--- config.mk ---
export PLATFORM = sky130hd
export DESIGN_NAME = hazard_forward_ctrl
export DESIGN_NICKNAME = d
export VERILOG_FILES = /design/src/rtl/riscv_hazard_pkg.sv /design/src/rtl/hazard_fwd_sel.sv /design/src/rtl/hazard_forward_ctrl.sv
export SDC_FILE = /design/constraint.sdc
export NUM_CORES = 1
export LEC_CHECK = 0
export ABC_AREA = 1
export CAP_MARGIN = 30
export CORE_UTILIZATION = 46
export CTS_BUF_LIST = sky130_fd_sc_hd__clkbuf_16
export CTS_CLUSTER_SIZE = 12
export DETAILED_ROUTE_END_ITERATION = 10
export PLACE_DENSITY = 0.75
export SYNTH_ARGS = -nofsm -noshare
export SYNTH_HDL_FRONTEND = slang
export SYNTH_HIERARCHICAL = 1
export SYNTH_SLANG_ARGS = --single-unit
export TNS_END_PERCENT = 50
--- constraint.sdc ---
create_clock -name clk -period 1.95 [get_ports clk]
set_input_delay 0.39 -clock clk [delete_from_list [all_inputs] [get_ports clk]]
set_output_delay 0.39 -clock clk [all_outputs]
set_load 0.01 [all_outputs]
--- src/rtl/riscv_hazard_pkg.sv ---
// Shared types, select codes and tag helpers for the hazard/forwarding controller.
package riscv_hazard_pkg;

    // Operand source codes for the EX-stage forward muxes (2'b11 is never produced).
    localparam logic [1:0] FWD_REGFILE = 2'b00;
    localparam logic [1:0] FWD_EXMEM   = 2'b01;
    localparam logic [1:0] FWD_MEMWB   = 2'b10;

    // Number of source operands per instruction (rs1, rs2).
    localparam int NUM_SRC = 2;

    // Destination-register tag that follows an instruction down EX -> MEM -> WB.
    typedef struct packed {
        logic       valid;
        logic [4:0] rd;
        logic       reg_write;
        logic       mem_read;
    } hazard_tag_t;

    localparam hazard_tag_t TAG_INVALID = '0;

    // A tag produces source rs when it is a live register write to rs; x0 never matches.
    function automatic logic tag_match(hazard_tag_t tag, logic [4:0] rs);
        return tag.valid && tag.reg_write && (tag.rd == rs) && (rs != 5'd0);
    endfunction

endpackage

--- src/rtl/hazard_fwd_sel.sv ---
// Per-operand match and forward-select logic; purely combinational.
module hazard_fwd_sel
    import riscv_hazard_pkg::*;
(
    input  hazard_tag_t ex_tag,
    input  hazard_tag_t mem_tag,
    input  logic        src_valid,
    input  logic [4:0]  rs,
    input  logic        kill,
    output logic        ex_load_hit,
    output logic [1:0]  sel
);

    logic ex_hit;
    logic mem_hit;

    // Only a real instruction that actually reads this source can hit a producer.
    assign ex_hit  = src_valid && tag_match(ex_tag, rs);
    assign mem_hit = src_valid && tag_match(mem_tag, rs);

    // A load in EX cannot forward its data in time; the top turns this into a stall.
    assign ex_load_hit = ex_hit && ex_tag.mem_read;

    // Newest producer wins; a bubble or flush entering EX reads the regfile path.
    always_comb begin
        sel = FWD_REGFILE;
        if (!kill) begin
            if (ex_hit) begin
                sel = FWD_EXMEM;
            end else if (mem_hit) begin
                sel = FWD_MEMWB;
            end
        end
    end

    // Whether the MEM-stage instruction is a load does not change its select.
    logic unused_mem_read;
    assign unused_mem_read = mem_tag.mem_read;

endmodule

--- src/rtl/hazard_forward_ctrl.sv ---
// Hazard and forwarding controller: tag pipeline, forward selects, load-use stall,
// branch flush and saturating stall/flush event counters.
module hazard_forward_ctrl
    import riscv_hazard_pkg::*;
#(
    parameter int CNT_W = 16
) (
    input  logic             clk,
    input  logic             reset,
    input  logic             idValid,
    input  logic [4:0]       idRs1,
    input  logic [4:0]       idRs2,
    input  logic             idUsesRs1,
    input  logic             idUsesRs2,
    input  logic [4:0]       idRd,
    input  logic             idRegWrite,
    input  logic             idMemRead,
    input  logic             branchTaken,
    output logic [1:0]       forwardSelect1,
    output logic [1:0]       forwardSelect2,
    output logic             stallPc,
    output logic             stallIfId,
    output logic             bubbleIdEx,
    output logic             flushIfId,
    output logic [CNT_W-1:0] stallCount,
    output logic [CNT_W-1:0] flushCount
);

    localparam logic [CNT_W-1:0] CNT_MAX = '1;

    // Tag pipeline: EX, MEM, WB.
    hazard_tag_t ex_tag_q;
    hazard_tag_t ex_tag_d;
    hazard_tag_t mem_tag_q;
    hazard_tag_t wb_tag_q;

    // Per-operand views of the ID instruction.
    logic [4:0]              src_rs [NUM_SRC];
    logic [NUM_SRC-1:0]      src_used;
    logic [NUM_SRC-1:0]      src_ex_load_hit;
    logic [NUM_SRC-1:0][1:0] sel_d;
    logic [NUM_SRC-1:0][1:0] sel_q;

    // Hazard decisions for this cycle.
    logic load_use;
    logic stall;
    logic bubble;

    // Event counters.
    logic [CNT_W-1:0] stall_count_q;
    logic [CNT_W-1:0] stall_count_d;
    logic [CNT_W-1:0] flush_count_q;
    logic [CNT_W-1:0] flush_count_d;

    assign src_rs[0]   = idRs1;
    assign src_rs[1]   = idRs2;
    assign src_used[0] = idUsesRs1;
    assign src_used[1] = idUsesRs2;

    // One select/match slice per source operand.
    generate
        for (genvar gi = 0; gi < NUM_SRC; gi++) begin : g_src
            hazard_fwd_sel u_fwd_sel (
                .ex_tag      (ex_tag_q),
                .mem_tag     (mem_tag_q),
                .src_valid   (idValid & src_used[gi]),
                .rs          (src_rs[gi]),
                .kill        (bubble),
                .ex_load_hit (src_ex_load_hit[gi]),
                .sel         (sel_d[gi])
            );
        end
    endgenerate

    // Load-use stalls unless a taken branch discards the ID instruction anyway.
    always_comb begin
        load_use = |src_ex_load_hit;
        stall    = load_use && !branchTaken;
        bubble   = load_use || branchTaken;
    end

    // Next EX tag: a bubble or flush enters EX as an invalid entry.
    always_comb begin
        ex_tag_d = TAG_INVALID;
        if (!bubble) begin
            ex_tag_d.valid     = idValid;
            ex_tag_d.rd        = idRd;
            ex_tag_d.reg_write = idRegWrite;
            ex_tag_d.mem_read  = idMemRead;
        end
    end

    // Saturating per-cycle event counters.
    always_comb begin
        stall_count_d = stall_count_q;
        flush_count_d = flush_count_q;
        if (load_use && (stall_count_q != CNT_MAX)) begin
            stall_count_d = stall_count_q + CNT_W'(1);
        end
        if (branchTaken && (flush_count_q != CNT_MAX)) begin
            flush_count_d = flush_count_q + CNT_W'(1);
        end
    end

    // All controller state; the tag pipeline advances every cycle.
    always_ff @(posedge clk) begin
        if (reset) begin
            ex_tag_q      <= TAG_INVALID;
            mem_tag_q     <= TAG_INVALID;
            wb_tag_q      <= TAG_INVALID;
            sel_q         <= '0;
            stall_count_q <= '0;
            flush_count_q <= '0;
        end else begin
            ex_tag_q      <= ex_tag_d;
            mem_tag_q     <= ex_tag_q;
            wb_tag_q      <= mem_tag_q;
            sel_q         <= sel_d;
            stall_count_q <= stall_count_d;
            flush_count_q <= flush_count_d;
        end
    end

    // The WB producer is covered by the write-before-read register file, so its tag
    // is tracked but never feeds a select.
    logic unused_wb_tag;
    assign unused_wb_tag = ^wb_tag_q;

    assign forwardSelect1 = sel_q[0];
    assign forwardSelect2 = sel_q[1];
    assign stallPc        = stall;
    assign stallIfId      = stall;
    assign bubbleIdEx     = bubble;
    assign flushIfId      = branchTaken;
    assign stallCount     = stall_count_q;
    assign flushCount     = flush_count_q;

endmodule

==> results.cfg <==
[critical_path]
cp-start-kind = input port
path_delay_family = simple AND/OR/NAND/NOR gates
critPathMaxStageDelay_ns = 0.19
critPathSlowestCell = dlygate4sd2_1
cp_cell_sequence = dlygate4sd2_1 > nand2_1 > inv_2 > nand3_2 > inv_2 > nand3_2 > nor2_1 > nand2_1 > nor2_2 > nor2_4 > nand2_2 > buf_6 > buf_6
path_buf_inv = 5
crit_arrival_ns = 1.65
critPathMaxFanout = 4
worstSetupPathType = input port to primary output
cp.required_ns = 1.56
endpoint_kind = primary output

[timing]
max_freq_mhz = 491
finalCriticalPeriod_ns = 2.04
fin_crit_sh_pct = 105
finalClockSkew_ns = 0.00607
slew_headroom_pct = 81.7
setup_viol = 5
rsz0062_at_grt = true
drv_slew = 0
hold_viol = 0
hold_ws_ns = 0.338
worst_slack_ns = -0.0887
tightest_slew_ns = 0.273
tns_ns = -0.299

[power]
p_leak_nw = 1.87
p_per_area_nw_per_um2 = 541
max-vdd-ir-drop_mv = 0.349
p_total_mw = 2.35

[clock_tree]
cts_buffers = 5
clk_latency_ns = 0.28
h-tree-depth = 2
clockBufferDepth = 2
cts_root_buf = clkbuf_16
path_clk_slew_ns = 0.07
cts_sinks = 51
cts_tree = built
hold_buffers = 0

[die]
die_h_um = 81.9
core_um2 = 6030
io_pins = 63
die_area_um2 = 6700
initial_utilization_pct = 48.7
rows = 28
die_width_um = 81.9

[finish]
diodes = 0
area_growth_pct = 47.9
final_core_util_pct = 72.0
layout-drive-gt1-share_pct = 27.5
fin_cells = 685
nets = 635
stdcell_area_um2 = 4340

[route]
postRouteAntennaNets = 0
viasPerCell = 5.06
via_count = 3466
drt_iter0_drc = 186
wirelength_um = 8740
dr.pass1.iters = 5
drc = 0
wl_per_cell_um = 12.8

[logic_synthesis]
ys_warn_count = 6
synthesis.area_um2 = 2930
syn_inst = 488
avgSynthCellArea_um2 = 6.01
synth_fp_nets = 513

[global_route]
grt_pass1_wl_um = 14000
overflow = 0
grt_pass1_vias = 3238
grt_use_total_pct = 26.9
grt_max_degree = 26
antenna_found_initial = 0

[placement]
dpl.cell_count = 643
hpwl_um = 5460
dpl_cell_area_um2 = 3790
portBuffers = 62
gp_congestion = 0.898
pre_cts_ws_ns = -0.892

[run_status]
violations = setup timing
outcome = finished with violations

[min_path]
hold_class = input port to flop

[flow_run]
drv_cap = 0
[layout make-up]
type,instances,area (um^2)
Inverter,72,275
Fill cell,482,1690
Timing Repair Buffer,126,1080
Multi-Input combinational cell,354,1690
Tap cell,75,93.8
Clock inverter,2,33.8
Sequential cell,51,1040
Clock buffer,5,125
[worst reg2reg max path, stage by stage (launching register included)]
cell and delay (ns):
dfxtp_4 0.37, inv_2 0.06, nand2_2 0.04, nand2_2 0.07, clkinv_1 0.07, nand2_2 0.07
nor2_2 0.04, nand2_1 0.10, nor2_2 0.06, nor2_4 0.15, nand2_2 0.10, buf_6 0.13
inv_2 0.04, nand2_2 0.05, nor2_2 0.12, nand2_1 0.07, nor2_1 0.09, nand2_1 0.06
nor2_1 0.11, inv_1 0.04, nor2_1 0.10
[registers in the layout, indices dropped and copies added (netlist names)]
signal and flops:
ex_tag_q 8, flushCount 16, forwardSelect1 2, forwardSelect2 2, mem_tag_q 7, stallCount 16
[power by group]
part	switching (mW)	total, mW	internal (mW)
clock	0.368	0.962	0.594
combinational	0.154	0.315	0.160
sequential	0.0177	1.07	1.05
total	0.540	2.35	1.81
[placed cells by master (no fill, tap or decap), types with 19 or more instances in the layout]
cell type / instances
a21oi_1: 26
buf_4: 62
clkdlybuf4s50_1: 45
dfxtp_1: 44
inv_1: 45
inv_2: 24
nand2_1: 112
nand2_2: 23
nand3_1: 32
nor2_1: 103
nor2_2: 19
[worst paths after layout]
path / slack (ns) / start / to / depth (start not counted)
worst max-delay path: -0.09 / idUsesRs1 / bubbleIdEx / 13
worst min-delay path: 0.34 / idValid / ex_tag_q[7] / 3
worst max register to register: -0.04 / ex_tag_q[3] / forwardSelect1[1] / 20
worst min register to register: 0.46 / ex_tag_q[5] / mem_tag_q[5] / 2
[timing repair]
item | in CTS | in global routing
endpoints found under the setup margin | 21 | 17
buffers inserted | 32 | 3
pin swaps | 19 | 22
gates resized for setup | 76 | 41
[layer usage]
layer	track usage (%)	wire length (um)	vias to the layer above
li1	-	-	1722
met3	5.00	582	28
met1	31.6	3520	1566
met5	0	0	-
met4	9.47	239	0
met2	48.2	4400	150
(Power assumes the default switching activity.)
